File: config.mk
export PLATFORM = sky130hd
export DESIGN_NAME = rename_freelist
export DESIGN_NICKNAME = d
export VERILOG_FILES = /design/src/rtl/rename_freelist.sv
export SDC_FILE = /design/constraint.sdc
export NUM_CORES = 1
export LEC_CHECK = 0
export CORE_UTILIZATION = 30
export CTS_CLUSTER_SIZE = 30
export DETAILED_ROUTE_END_ITERATION = 16
export GPL_TIMING_DRIVEN = 0
export HOLD_SLACK_MARGIN = 0.03
export PLACE_DENSITY = 0.54
export SLEW_MARGIN = 40
export SYNTH_ARGS = -nofsm -noshare
export SYNTH_HDL_FRONTEND = slang
export SYNTH_SLANG_ARGS = --single-unit
File: constraint.sdc
create_clock -name clk -period 7.8 [get_ports clk]
set_input_delay 1.56 -clock clk [delete_from_list [all_inputs] [get_ports clk]]
set_output_delay 1.56 -clock clk [all_outputs]
set_load 0.01 [all_outputs]
File: src/rtl/rename_freelist.sv
// Physical-register free list for the rename stage.
// A ring of free preg indices with three pointers. Rename takes entries from
// head, commit returns superseded pregs at tail, and retire_head records how
// far allocation has committed so that a flush can move head back to it.
// Pointers carry one extra MSB as a wrap bit, so count = tail - head can tell
// a full ring from an empty one.
module rename_freelist #(
   parameter int FRONTEND_WIDTH      = 2,
   parameter int PHYS_REGS           = 64,
   parameter int PHYS_REGS_ADDR_SIZE = 6,
   parameter int ARCH_REGS           = 32
) (
   input  logic                                                clk,
   input  logic                                                reset,
   input  logic [FRONTEND_WIDTH-1:0]                           alloc_req_i,
   output logic                                                alloc_ready_o,
   output logic [FRONTEND_WIDTH-1:0][PHYS_REGS_ADDR_SIZE-1:0]  freelist_preg_o,
   input  logic [FRONTEND_WIDTH-1:0]                           commit_alloc_v_i,
   input  logic [FRONTEND_WIDTH-1:0]                           commit_free_v_i,
   input  logic [FRONTEND_WIDTH-1:0][PHYS_REGS_ADDR_SIZE-1:0]  commit_free_preg_i,
   input  logic                                                flush_i,
   output logic [PHYS_REGS_ADDR_SIZE:0]                        free_count_o,
   output logic                                                overflow_err_o
);

   localparam int PW = PHYS_REGS_ADDR_SIZE + 1;

   typedef logic [PW-1:0]                  ptr_t;
   typedef logic [PHYS_REGS_ADDR_SIZE-1:0] preg_t;

   // Number of set bits in a slot vector, widened to pointer width.
   function automatic ptr_t popcount_f(input logic [FRONTEND_WIDTH-1:0] v);
      ptr_t c;
      c = '0;
      for (int i = 0; i < FRONTEND_WIDTH; i++) begin
         c = c + ptr_t'(v[i]);
      end
      return c;
   endfunction

   preg_t ring_q [PHYS_REGS];
   preg_t ring_d [PHYS_REGS];
   ptr_t  head_q, head_d;
   ptr_t  retire_head_q, retire_head_d;
   ptr_t  tail_q, tail_d;
   logic  overflow_q, overflow_d;

   ptr_t  count_s;
   ptr_t  alloc_n_s;
   ptr_t  rd_off_s;
   ptr_t  wr_off_s;
   ptr_t  space_s;
   logic  ready_s;

   // Allocation side: all-or-nothing grant and compacted read of the ring.
   always_comb begin
      freelist_preg_o = '0;
      count_s         = tail_q - head_q;
      alloc_n_s       = popcount_f(alloc_req_i);
      ready_s         = (count_s >= alloc_n_s) && !flush_i && !reset;
      rd_off_s        = '0;
      for (int i = 0; i < FRONTEND_WIDTH; i++) begin
         if (alloc_req_i[i]) begin
            // Requesting slots take consecutive entries, skipping idle slots.
            freelist_preg_o[i] = ring_q[preg_t'(head_q + rd_off_s)];
            rd_off_s           = rd_off_s + ptr_t'(1'b1);
         end else begin
            freelist_preg_o[i] = '0;
         end
      end
   end

   // Next-state: frees at tail, retire tracking, head advance or flush rewind.
   always_comb begin
      ring_d     = ring_q;
      overflow_d = overflow_q;
      space_s    = ptr_t'(PHYS_REGS) - count_s;
      wr_off_s   = '0;
      for (int i = 0; i < FRONTEND_WIDTH; i++) begin
         if (commit_free_v_i[i]) begin
            if (wr_off_s < space_s) begin
               ring_d[preg_t'(tail_q + wr_off_s)] = commit_free_preg_i[i];
               wr_off_s = wr_off_s + ptr_t'(1'b1);
            end else begin
               // Ring already full: drop the write and remember it happened.
               overflow_d = 1'b1;
            end
         end else begin
            wr_off_s = wr_off_s;
         end
      end
      tail_d        = tail_q + wr_off_s;
      retire_head_d = retire_head_q + popcount_f(commit_alloc_v_i);
      if (flush_i) begin
         // Speculative allocations return to the pool; include this cycle's retires.
         head_d = retire_head_d;
      end else if (ready_s) begin
         head_d = head_q + alloc_n_s;
      end else begin
         head_d = head_q;
      end
   end

   // State registers with the reset image: pregs ARCH_REGS.. are free.
   always_ff @(posedge clk) begin
      if (reset) begin
         for (int k = 0; k < PHYS_REGS; k++) begin
            ring_q[k] <= (k < PHYS_REGS - ARCH_REGS) ? preg_t'(k + ARCH_REGS) : '0;
         end
         head_q        <= '0;
         retire_head_q <= '0;
         tail_q        <= ptr_t'(PHYS_REGS - ARCH_REGS);
         overflow_q    <= 1'b0;
      end else begin
         ring_q        <= ring_d;
         head_q        <= head_d;
         retire_head_q <= retire_head_d;
         tail_q        <= tail_d;
         overflow_q    <= overflow_d;
      end
   end

   assign alloc_ready_o  = ready_s;
   assign free_count_o   = count_s;
   assign overflow_err_o = overflow_q;

endmodule

==> impl_metrics.py <==
metrics = {
    "status": {
        "outcome": "complete, but fails checks",
        "violations": "setup timing",
    },
    "timing": {
        "hold_viol": 0,
        "fin_crit_sh_pct": 102,
        "setup_violations": 6,
        "max_freq_mhz": 125,
        "slew_headroom_pct": 32.4,
        "drv_slew": 0,
        "period_needed_ns": 7.99,
        "layout_setup_ws_ns": -0.186,
        "fin_skew_ns": 0.0307,
        "hold_ws_ns": 0.500,
        "worst_pin_slew_ns": 1.01,
    },
    "min_path": {
        "min_path_type": "reg -> reg",
    },
    "yosys": {
        "ys.flop_type": "dfxtp_1",
        "synth_seq_cells": 406,
        "syn_area_per_cell_sq_um": 10.6,
        "seq_area_frac_synth_pct": 31.1,
        "async_flop_share_pct": 0,
        "syn-cell-area_sq_um": 26200,
        "yosys_warnings": 0,
        "synth-edff-count": 0,
        "syn_nets": 2521,
        "yosysUniqueCellTypes": 75,
        "synth_cells": 2476,
    },
    "floorplan": {
        "initial_core_util_pct": 30.5,
        "die_area_sq_um": 88400,
        "die_w_microns": 297,
        "die_h_microns": 297,
        "rows": 107,
        "core_area_sq_um": 85800,
        "ios": 42,
    },
    "routing": {
        "drtIter0Drc": 4558,
        "wl_per_cell_microns": 37.3,
        "dr.pass1.iters": 7,
        "finalWirelength_microns": 141000,
        "viasPerCell": 7.03,
        "final_antenna_net_count": 0,
        "via_count": 26500,
        "drc": 0,
    },
    "clocking": {
        "cts_root_buf": "clkbuf_16",
        "clock_latency_ns": 0.65,
        "clkSlewWorstSetupHoldPaths_ns": 0.06,
        "numCtsBuffers": 50,
        "clockBufferDepth": 3,
        "clock_sinks": 406,
        "holdBufCountCts": 0,
        "htree_num_levels": 2,
        "cts_tree": "done",
    },
    "global_route": {
        "grt_first_pass_wirelength_microns": 194000,
        "grt_max_degree": 14,
        "grt_pass1_vias": 25000,
        "track_usage_pct": 30.9,
        "grt_overflow": 0,
        "antenna_found_initial": 8,
    },
    "job": {
        "cap_violations": 0,
    },
    "critical_path": {
        "cpPeakStageDelay_ns": 0.62,
        "crit_path_start_kind": "primary input",
        "crit_buf_inv": 4,
        "arrival_ns": 6.43,
        "crit_fanout": 10,
        "cp_slowest_cell": "ha_1",
        "crit_path_cell_trace": "clkdlybuf4s50_1, ha_1, ha_1, clkbuf_4, clkbuf_2, mux4_2, mux4_2, mux2i_1, nand2_1, and3_1, clkdlybuf4s50_1",
        "cp_top_family": "buffers and inverters",
        "crit_required_ns": 6.24,
        "crit_type": "in -> out",
        "end_kind": "primary output",
    },
    "final_layout": {
        "design_area_sq_um": 30300,
        "fillers": 8622,
        "multi_input_area_sq_um": 17200,
        "seq_area_sq_um": 8130,
        "num-nets-final": 2624,
        "drive_above_1_share_pct": 23.5,
        "syn2layout_area_growth_pct": 15.8,
        "final_cell_mix": "dfxtp_1, mux4_2, mux2i_1, a221oi_1, nor2_1",
        "mostFrequentLayoutCell": "dfxtp_1",
    },
    "power": {
        "power_density_nw_per_um2": 230,
        "power.leakage_nw": 11.1,
        "irDropWorstVdd_v": 0.000134,
    },
    "placed_design": {
        "io_buffer_count": 37,
        "gp_congestion": 1.14,
        "dpl.hpwl_microns": 104000,
        "placed_area_sq_um": 28300,
    },
}
[state kept, by name, indices dropped and copies added, names as in the netlist]
signal / flops
head_q: 7
overflow_err_o: 1
retire_head_q: 7
ring_q: 384
tail_q: 7
[Yosys cell counts, types with 6 or more instances]
cell      count  share of area (%)
clkbuf_1    194                2.8
nor2_1      186                2.7
a211oi_1     55                1.6
xor2_1        9               0.30
mux2i_1     250                9.6
o211ai_1     23               0.66
a31oi_1      46                1.1
o211ai_2     22                1.1
a311oi_1     16               0.54
a21oi_1      39               0.75
inv_1        28               0.40
and2_1       21               0.50
a21oi_2      11               0.37
buf_1        32               0.46
dfxtp_1     406                 31
nand2_1     101                1.4
ha_1         20               0.96
buf_2        35               0.67
xnor2_1      16               0.54
and3_1       15               0.36
a211oi_2      6               0.29
a22oi_1      53                1.5
nand3_1      67                1.3
nor2b_1      11               0.26
a221oi_1    213                7.1
nand3b_1      6               0.17
a21o_1        7               0.20
nor3_1       14               0.27
o21ai_0     129                2.5
a32oi_1      71                2.4
o21ai_4       6               0.37
nand4_1      13               0.31
o211ai_4      7               0.57
or3_1        11               0.26
a41oi_1       6               0.20
mux4_2      246                 21
[layout make-up]
cell class                      instances  share of cell area, %
Multi-Input combinational cell       1769                   56.7
Sequential cell                       406                   26.8
Clock buffer                           71                   4.96
Timing Repair Buffer                   53                   1.59
Inverter                               33                  0.409
Antenna cell                            5                 0.0413
Tap cell                             1144                   4.73
Buffer                                266                   4.00
Clock inverter                         20                  0.768
[power by group]
group	switching [mW]	internal [mW]	leakage, nW
Clock	1.04	1.47	0.864
Combinational	1.65	0.640	6.98
Sequential	0.0478	2.13	3.28
Total	2.74	4.24	11.1
[logic make-up (layout without fill, tap and decap cells)]
logic type | count (synthesis) | in the layout | share of synthesized area [%]
AO/OA/AOI/OAI | 754 | 754 | 23.1
multiplexers | 499 | 499 | 30.9
AND/OR/NAND/NOR | 465 | 465 | 8.07
flip-flops | 406 | 406 | 31.1
buffers and inverters | 301 | 443 | 4.63
XOR/XNOR | 27 | 27 | 1.01
adder cells (fa/ha/maj) | 24 | 24 | 1.26
other | 0 | 5 | 0
[through the flow]
stage | TNS (ns) | worst slack, ns | util (%) | std cells | power (mW)
after floorplan | 0 | 1.55 | - | 2476 | 3.42
after global placement | -423.20 | -1.80 | 32.6 | 3657 | 4.26
after detailed placement | -362.83 | -1.39 | 33.0 | 3670 | 4.31
after CTS | 0 | 0.00315 | 35.2 | 3760 | 6.81
after global routing | -0.000272 | -0.000272 | 35.3 | 3765 | 7.04
final | -0.535 | -0.186 | 35.3 | 3767 | 6.98
[worst reg2reg max path, stage by stage, from the launching register on]
cell       delay [ns]
dfxtp_1          0.39
clkbuf_2         0.33
clkbuf_4         0.37
buf_4            0.33
inv_1            0.20
fa_1             0.62
inv_1            0.12
ha_1             0.21
nand3b_1         0.09
mux2i_1          0.26
mux2_4           0.36
o2bb2ai_4        0.17
buf_4            0.23
nand2_1          0.16
clkbuf_4         0.37
and2_1           0.24
ha_1             0.25
nand3_1          0.17
or3_1            0.47
and2_1           0.23
clkbuf_1         0.18
clkbuf_2         0.26
nor3_1           0.52
clkbuf_2         0.41
nand2_1          0.29
a221oi_1         0.33
[routing by layer]
layer	up-vias	GRT usage, %	part of all wire [%]
li1	10300	-	-
met1	13300	38.9	37
met2	2328	43.3	40
met3	648	11.9	14
met4	9	20.4	8.2
met5	-	2.54	0.23
[path summary, 6_finish.rpt]
| check | startpoint | endpoint | slack [ns] | cells past startpoint |
|---|---|---|---|---|
| worst max-delay path | alloc_req_i[0] | freelist_preg_o[11] | -0.19 | 11 |
| worst min-delay path | ring_q[139] | ring_q[139] | 0.50 | 2 |
| worst max register to register | head_q[1] | ring_q[95] | 0.12 | 25 |
| worst min register to register | ring_q[139] | ring_q[139] | 0.50 | 2 |
[what timing repair did]
item	in CTS	in global routing
buffers inserted	0	2
pin swaps	0	3
gates cloned	0	0
setup endpoints to repair	390	354
gates resized for setup	36	19
No activity file was read; power rests on OpenSTA's default activity.
